**src/rtl/multicycle_control.sv**
```systemverilog
// Multicycle MIPS-subset control unit: sequences FETCH/DECODE/EXEC/MEM/WB/BRANCH,
// waits on a memory handshake with a bounded timeout, and counts retired instructions.
module multicycle_control #(
    parameter int TIMEOUT = 16
) (
    input  logic        clk,
    input  logic        reset,
    input  logic        run,
    input  logic [5:0]  opcode,
    input  logic        zero,
    input  logic        mem_ready,
    output logic        pc_write,
    output logic [1:0]  pc_src,
    output logic        ir_write,
    output logic        iord,
    output logic        mem_read,
    output logic        mem_write,
    output logic        reg_write,
    output logic        reg_dst,
    output logic        mem_to_reg,
    output logic        alu_src,
    output logic [2:0]  alu_op,
    output logic        halted,
    output logic        error,
    output logic [2:0]  state,
    output logic [31:0] instr_count
);

    typedef enum logic [2:0] {
        IDLE   = 3'd0,
        FETCH  = 3'd1,
        DECODE = 3'd2,
        EXEC   = 3'd3,
        MEM    = 3'd4,
        WB     = 3'd5,
        BRANCH = 3'd6,
        HALT   = 3'd7
    } stateT;

    typedef enum logic [3:0] {
        OP_R, OP_ADDI, OP_ANDI, OP_ORI, OP_LUI,
        OP_LW, OP_SW, OP_BEQ, OP_BNE, OP_J, OP_BAD
    } opClassT;

    // Last wait-counter value before a still-pending access gives up.
    localparam logic [7:0] WAIT_LIMIT = 8'(TIMEOUT - 1);

    stateT       curState;
    opClassT     curClass;
    opClassT     decClass;
    logic [7:0]  waitCount;
    logic [31:0] instrCount;
    logic        errorReg;
    logic        timedOut;
    logic        taken;
    logic        retire;
    stateT       afterRetire;

    // Classify the opcode currently presented by the instruction register.
    always_comb begin
        decClass = OP_BAD;
        case (opcode)
            6'h00:   decClass = OP_R;
            6'h08:   decClass = OP_ADDI;
            6'h0C:   decClass = OP_ANDI;
            6'h0D:   decClass = OP_ORI;
            6'h0F:   decClass = OP_LUI;
            6'h23:   decClass = OP_LW;
            6'h2B:   decClass = OP_SW;
            6'h04:   decClass = OP_BEQ;
            6'h05:   decClass = OP_BNE;
            6'h02:   decClass = OP_J;
            default: decClass = OP_BAD;
        endcase
    end

    // Shared conditions: access timeout, branch outcome and retirement point.
    always_comb begin
        timedOut    = !mem_ready && (waitCount == WAIT_LIMIT);
        taken       = ((curClass == OP_BEQ) && zero) || ((curClass == OP_BNE) && !zero);
        retire      = ((curState == DECODE) && (decClass == OP_J)) ||
                      ((curState == MEM) && mem_ready && (curClass == OP_SW)) ||
                      (curState == WB) || (curState == BRANCH);
        afterRetire = run ? FETCH : IDLE;
    end

    // State sequencing, wait counting, retirement count and sticky error flag.
    always_ff @(posedge clk) begin
        if (reset) begin
            curState   <= IDLE;
            curClass   <= OP_R;
            waitCount  <= '0;
            instrCount <= '0;
            errorReg   <= 1'b0;
        end else begin
            waitCount <= '0;
            if (retire) begin
                instrCount <= instrCount + 32'd1;
            end
            case (curState)
                IDLE: begin
                    if (run) curState <= FETCH;
                end
                FETCH: begin
                    if (mem_ready) begin
                        curState <= DECODE;
                    end else if (timedOut) begin
                        curState <= HALT;
                        errorReg <= 1'b1;
                    end else begin
                        waitCount <= waitCount + 8'd1;
                    end
                end
                DECODE: begin
                    curClass <= decClass;
                    case (decClass)
                        OP_BAD: begin
                            curState <= HALT;
                            errorReg <= 1'b1;
                        end
                        OP_J:           curState <= afterRetire;
                        OP_BEQ, OP_BNE: curState <= BRANCH;
                        default:        curState <= EXEC;
                    endcase
                end
                EXEC: begin
                    if (curClass == OP_LW || curClass == OP_SW) curState <= MEM;
                    else                                        curState <= WB;
                end
                MEM: begin
                    if (mem_ready) begin
                        curState <= (curClass == OP_SW) ? afterRetire : WB;
                    end else if (timedOut) begin
                        curState <= HALT;
                        errorReg <= 1'b1;
                    end else begin
                        waitCount <= waitCount + 8'd1;
                    end
                end
                WB:      curState <= afterRetire;
                BRANCH:  curState <= afterRetire;
                HALT:    curState <= HALT;
                default: curState <= IDLE;
            endcase
        end
    end

    // Control outputs; strobes react to mem_ready within the completing cycle.
    always_comb begin
        pc_write   = 1'b0;
        pc_src     = 2'b00;
        ir_write   = 1'b0;
        iord       = 1'b0;
        mem_read   = 1'b0;
        mem_write  = 1'b0;
        reg_write  = 1'b0;
        reg_dst    = 1'b0;
        mem_to_reg = 1'b0;
        alu_src    = 1'b0;
        alu_op     = 3'b000;
        case (curState)
            FETCH: begin
                mem_read = 1'b1;
                ir_write = mem_ready;
                pc_write = mem_ready;
            end
            DECODE: begin
                if (decClass == OP_J) begin
                    pc_write = 1'b1;
                    pc_src   = 2'b10;
                end
            end
            EXEC: begin
                case (curClass)
                    OP_R:    begin alu_src = 1'b0; alu_op = 3'b111; end
                    OP_ANDI: begin alu_src = 1'b1; alu_op = 3'b011; end
                    OP_ORI:  begin alu_src = 1'b1; alu_op = 3'b010; end
                    OP_LUI:  begin alu_src = 1'b1; alu_op = 3'b100; end
                    default: begin alu_src = 1'b1; alu_op = 3'b000; end
                endcase
            end
            MEM: begin
                iord      = 1'b1;
                alu_src   = 1'b1;
                mem_read  = (curClass == OP_LW);
                mem_write = (curClass == OP_SW);
            end
            WB: begin
                reg_write  = 1'b1;
                reg_dst    = (curClass == OP_R);
                mem_to_reg = (curClass == OP_LW);
            end
            BRANCH: begin
                alu_op = 3'b001;
                if (taken) begin
                    pc_write = 1'b1;
                    pc_src   = 2'b01;
                end
            end
            default: begin
            end
        endcase
    end

    assign halted      = (curState == HALT);
    assign error       = errorReg;
    assign state       = curState;
    assign instr_count = instrCount;

endmodule

```
**config.mk**
```make
export PLATFORM = sky130hd
export DESIGN_NAME = multicycle_control
export DESIGN_NICKNAME = d
export VERILOG_FILES = /design/src/rtl/multicycle_control.sv
export SDC_FILE = /design/constraint.sdc
export NUM_CORES = 1
export LEC_CHECK = 0
export BUFFER_PORTS_ARGS = -buffer_cell sky130_fd_sc_hd__buf_2
export CAP_MARGIN = 20
export CORE_ASPECT_RATIO = 0.8
export CORE_MARGIN = 5
export CORE_UTILIZATION = 55
export CTS_CLUSTER_SIZE = 24
export DETAILED_ROUTE_END_ITERATION = 10
export GPL_TIMING_DRIVEN = 1
export MAX_ROUTING_LAYER = met4
export PLACE_DENSITY = 0.8
export SYNTH_ARGS = -nofsm -noshare
export SYNTH_HDL_FRONTEND = slang
export SYNTH_SLANG_ARGS = --single-unit
```
**constraint.sdc**
```tcl
create_clock -name clk -period 2.6 [get_ports clk]
set_input_delay 0.78 -clock clk [delete_from_list [all_inputs] [get_ports clk]]
set_output_delay 0.78 -clock clk [all_outputs]
set_load 0.02 [all_outputs]
```
== After elaboration in Yosys (flattened, before gate mapping) ==
Index checks and enable logic that the tools add are counted.

* Input port bits: 11
* Register bits after elaboration: 48

* Bitwise gates (word level): 1
* $add $sub $neg: 2
* Reduce and logical (&&, ||, !) cells: 22
* Equal/unequal tests: 32
* Mux-type cells: 31

{| class="wikitable"
|+ Operator list
! operator !! count
|-
| $pmux W4 S10 || 1
|-
| $add A32 B1 Y32 const B || 1
|-
| $eq A6 B4 Y1 const B || 4
|-
| $pmux W3 S7 || 1
|-
| $eq A4 B3 Y1 const B || 5
|-
| $eq A4 B4 Y1 const B || 4
|-
| $mux W1 || 15
|-
| $mux W3 || 5
|-
| $eq A3 B3 Y1 const B || 4
|-
| $eq A6 B3 Y1 const B || 2
|-
| $eq A6 B6 Y1 const B || 2
|-
| $pmux W3 S4 || 1
|-
| $pmux W3 S3 || 1
|-
| $add A8 B1 Y8 const B || 1
|-
| $eq A4 B2 Y1 const B || 2
|-
| $eq A8 B4 Y1 const B || 1
|-
| $eq A3 B2 Y1 const B || 2
|-
| $eq A6 B2 Y1 const B || 1
|-
| $logic_and A1 B1 Y1 || 6
|-
| $logic_not A6 Y1 || 1
|-
| $pmux W1 S2 || 3
|-
| $pmux W3 S2 || 1
|-
| $reduce_or A2 Y1 || 3
|-
| $logic_or A1 B1 Y1 || 5
|-
| 13 further kinds || 16
|}

== Logic depth before layout (Yosys ltp) ==
* Depth after elaboration: 7
* Gate-level depth with buffers: 8
* Depth with buffers taken out: 6

== Worst setup path before layout ==
No wires, ideal clock.

* Kind: in2out
* From: in zero
* To: out pc_write
* Path slack: -152 ps
* Required time: 1820 ps
* Arrival: 1972 ps
* Stages on the path: 3
* Cells stage by stage: or4b_1 -> a21oi_1 -> or3_1

* Cells in the longest elaborated chain, start to end: 5
* Elaborated cells on any way between the ends: 6

{| class="wikitable"
|+ RTL lines
! what !! RTL line !! source
|-
| start, declared || 10 || <nowiki>input logic zero,</nowiki>
|-
| $logic_not A1 Y1 || 80 || <nowiki>taken = ((curClass == OP_BEQ) && zero) || ((curClass == OP_BNE) && !zero);</nowiki>
|-
| $logic_and A1 B1 Y1 || 80 ||
|-
| $logic_or A1 B1 Y1 * || 80 ||
|-
| $mux W1 * || 195 || <nowiki>if (taken) begin</nowiki>
|-
| $pmux W1 S3 * || 161 || <nowiki>case (curState)</nowiki>
|-
| end, declared || 12 || <nowiki>output logic pc_write,</nowiki>
|}

Every way passes the cells marked *; elsewhere a longest branch is shown, timed or not.

== Worst setup path in the final report ==
* From: reg curClass[0]
* To: out pc_write

* Cells in the longest elaborated chain, start to end: 5
* Elaborated cells on any way between the ends: 7

{| class="wikitable"
|+ RTL lines
! what !! RTL line !! source
|-
| start, declared || 49 || <nowiki>opClassT curClass;</nowiki>
|-
| start signal, assigned || 115 || <nowiki>curClass <= decClass;</nowiki>
|-
| $eq A4 B3 Y1 / $eq A4 B4 Y1 (equally long branches) || 80 ||
|-
| $logic_and A1 B1 Y1 || 80 ||
|-
| $logic_or A1 B1 Y1 * || 80 ||
|-
| $mux W1 * || 195 ||
|-
| $pmux W1 S3 * || 161 ||
|}

Marks and branches as above.

==> impl_metrics.ini <==
[run_status]
outcome = complete, no violations

[timing]
worst_pin_slew_ns = 0.547
relSlewSlack_pct = 63.4
finalHoldViolations = 0
fmax_mhz = 391
period_needed_ns = 2.56
clock_skew_ns = 0.00411
finalCritPeriodShare_pct = 98.5
fin_tns_setup_ns = 0
drv_slew = 0
rsz0062_at_grt = true
setup_viol = 0

[detailed_routing]
viasPerCell = 5.84
drtIter0Drc = 141
ant_nets = 0
via_count = 2810
wl_per_cell_um = 14.6
drcViolationCount = 0
wl_um = 7030
firstDrtPassIters = 4

[setup_path]
worstPathArrival_ns = 1.78
crit_required_ns = 1.82
critPathBufInv = 1
slowest_delay_ns = 0.53
cp_top_family = simple AND/OR/NAND/NOR gates
slowest_stage = or4b_4
r2r_setup_slack_ns = 0.44
crit_path_start_kind = flop
cp-end-kind = primary output
crit_chain = or2_4 > or4b_4 > a21oi_4 > or3_4 > buf_6
path_max_fanout = 2
crit_type = flop to primary output

[cells_and_area]
area_growth_pct = 18.0
regArea_um2 = 966
multi_input_area_mm2 = 0.00185
n_antenna_cell = 0
drive_above_1_share_pct = 29.1
fillers = 444
fin_nets = 431
finalInstanceArea_mm2 = 0.00349

[yosys]
async_reset_ff_share_pct = 0
synth_edf_count = 0
yosysTopAreaCellShare_pct = 32.5
synth_nets = 366
synthCells = 353
yosysUniqueCellTypes = 62
ys_top_cells_by_area = dfxtp_1 (33%), xnor2_1 (6.8%), nor2_1 (6.2%)
synth-seq-cells = 48
synth_ff_type = dfxtp_1
yosysWarnings = 0
syn-mean-instance-area_um2 = 8.38
synth_area_mm2 = 0.00296
yosysTopAreaCell = dfxtp_1
synth_seq_area_share_pct = 32.5

[placed_design]
gp_congestion = 0.841
port_buffers = 61
post_dp_cell_area_mm2 = 0.00335
dpl.hpwl_um = 5270

[clocking]
cts_buffers = 5
cts_root_buffer = clkbuf_8
clock_sinks = 48
cts_tree = built
htree_levels = 2
hold_buffers = 0
clock_latency_ns = 0.30
path_clk_slew_ns = 0.08
clk_path_buf_depth = 2

[min_path]
hold_path_class = flop to flop

[job]
cap_violations = 0

[power_and_ir_drop]
p_leak_nw = 1.41
peakVddDrop_mv = 0.212
power.density_mw_per_mm2 = 388

[die]
ios = 62
die_area_mm2 = 0.00695
start_util_pct = 57.7
die-width_um = 92.0
core-area_mm2 = 0.00512
die_h_um = 75.6
rows = 23

[grt]
grt_pass1_vias = 2489
antenna_found_initial = 0
grt_max_degree = 30
grt_overflow = 0
grt_usage_pct = 21.5
grt_pass1_wl_um = 11800
==> cell usage after synthesis, types with 5 or more instances <==
master    count
a21oi_1      22
and3_1       10
buf_2         6
buf_6         5
clkbuf_1     11
dfxtp_1      48
inv_1        11
mux2_1        5
nand2_1      25
nand3_1      11
nand4_1      13
nor2_1       49
nor2b_1      11
nor4_1        8
nor4_2        6
o21ai_0       7
xnor2_1      23
==> final timing paths <==
path	cells past startpoint	endpoint	from
max reg2reg	7	instr_count[7]	state[0]
min	1	waitCount[0]	waitCount[0]
max	5	pc_write	curClass[0]
min reg2reg	1	waitCount[0]	waitCount[0]
==> power by group <==
| part | switching, mW | internal (mW) |
|---|---|---|
| logic | 0.0953 | 0.0563 |
| registers | 0.00539 | 0.737 |
| clock network | 0.246 | 0.213 |
==> through the flow <==
stage	utilization, %	cells	hold WS, ns	setup WS, ns	power (mW)
floorplan	-	353	0.418	0.0128	0.872
global placement	65.5	471	0.433	-0.00350	0.905
detailed placement	65.5	471	0.445	-0.0185	0.908
CTS	67.4	479	0.459	0.00368	1.36
global route	68.1	481	0.494	-0.0266	1.42
finish	68.1	481	0.460	0.0393	1.35
==> repair_timing <==
action,in CTS,in global routing
setup buffers,0,2
pin swaps,1,4
endpoints found under the setup margin,1,2
gates cloned,0,0
resized for setup,4,5
==> kinds of logic (layout without fill, tap and decap cells) <==
family | Yosys count | in the layout | synth area share [%]
compound gates | 61 | 61 | 14.4
flops | 48 | 48 | 32.5
buf+inv | 34 | 100 | 5.97
simple gates | 175 | 175 | 36.0
fa+ha+maj | 2 | 2 | 0.846
mux | 6 | 6 | 2.29
xor+xnor | 27 | 27 | 8.00
==> metal layers <==
layer  track usage, %  part of all wire, %
met1             27.9                   47
met2             34.8                   47
met3             4.74                  5.5
met4             4.78                 0.77
met5                -                    0
==> registers in the layout (all words and copies together) (netlist names) <==
signal / cells
error: 1
waitCount: 8
curClass: 4
state: 3
instr_count: 32
==> placed cells by master (no fill, tap or decap), types with 3 or more instances in the layout <==
cell	instances
buf_2	60
nor2_1	49
dfxtp_1	46
nand2_1	25
xnor2_1	23
a21oi_1	21
buf_4	20
nand4_1	13
inv_1	11
nand3_1	11
nor2b_1	10
and3_1	10
nor4_1	8
o21ai_0	7
nor4_2	6
clkbuf_8	6
mux2_1	5
nand2b_1	4
xor2_1	4
a31oi_1	4
a211oi_1	4
nor3b_2	3
nor3_1	3
or3_1	3
and4_1	3
nor3_2	3
a31o_1	3
==> cell type report <==
class	instances	area share, %
Timing Repair Buffer	81	13.2
Tap cell	62	2.22
Sequential cell	48	27.7
Clock buffer	6	2.37
Clock inverter	2	0.287
Multi-Input combinational cell	271	53.0
Inverter	11	1.18
Note: power is estimated with default switching activity, not from simulation.
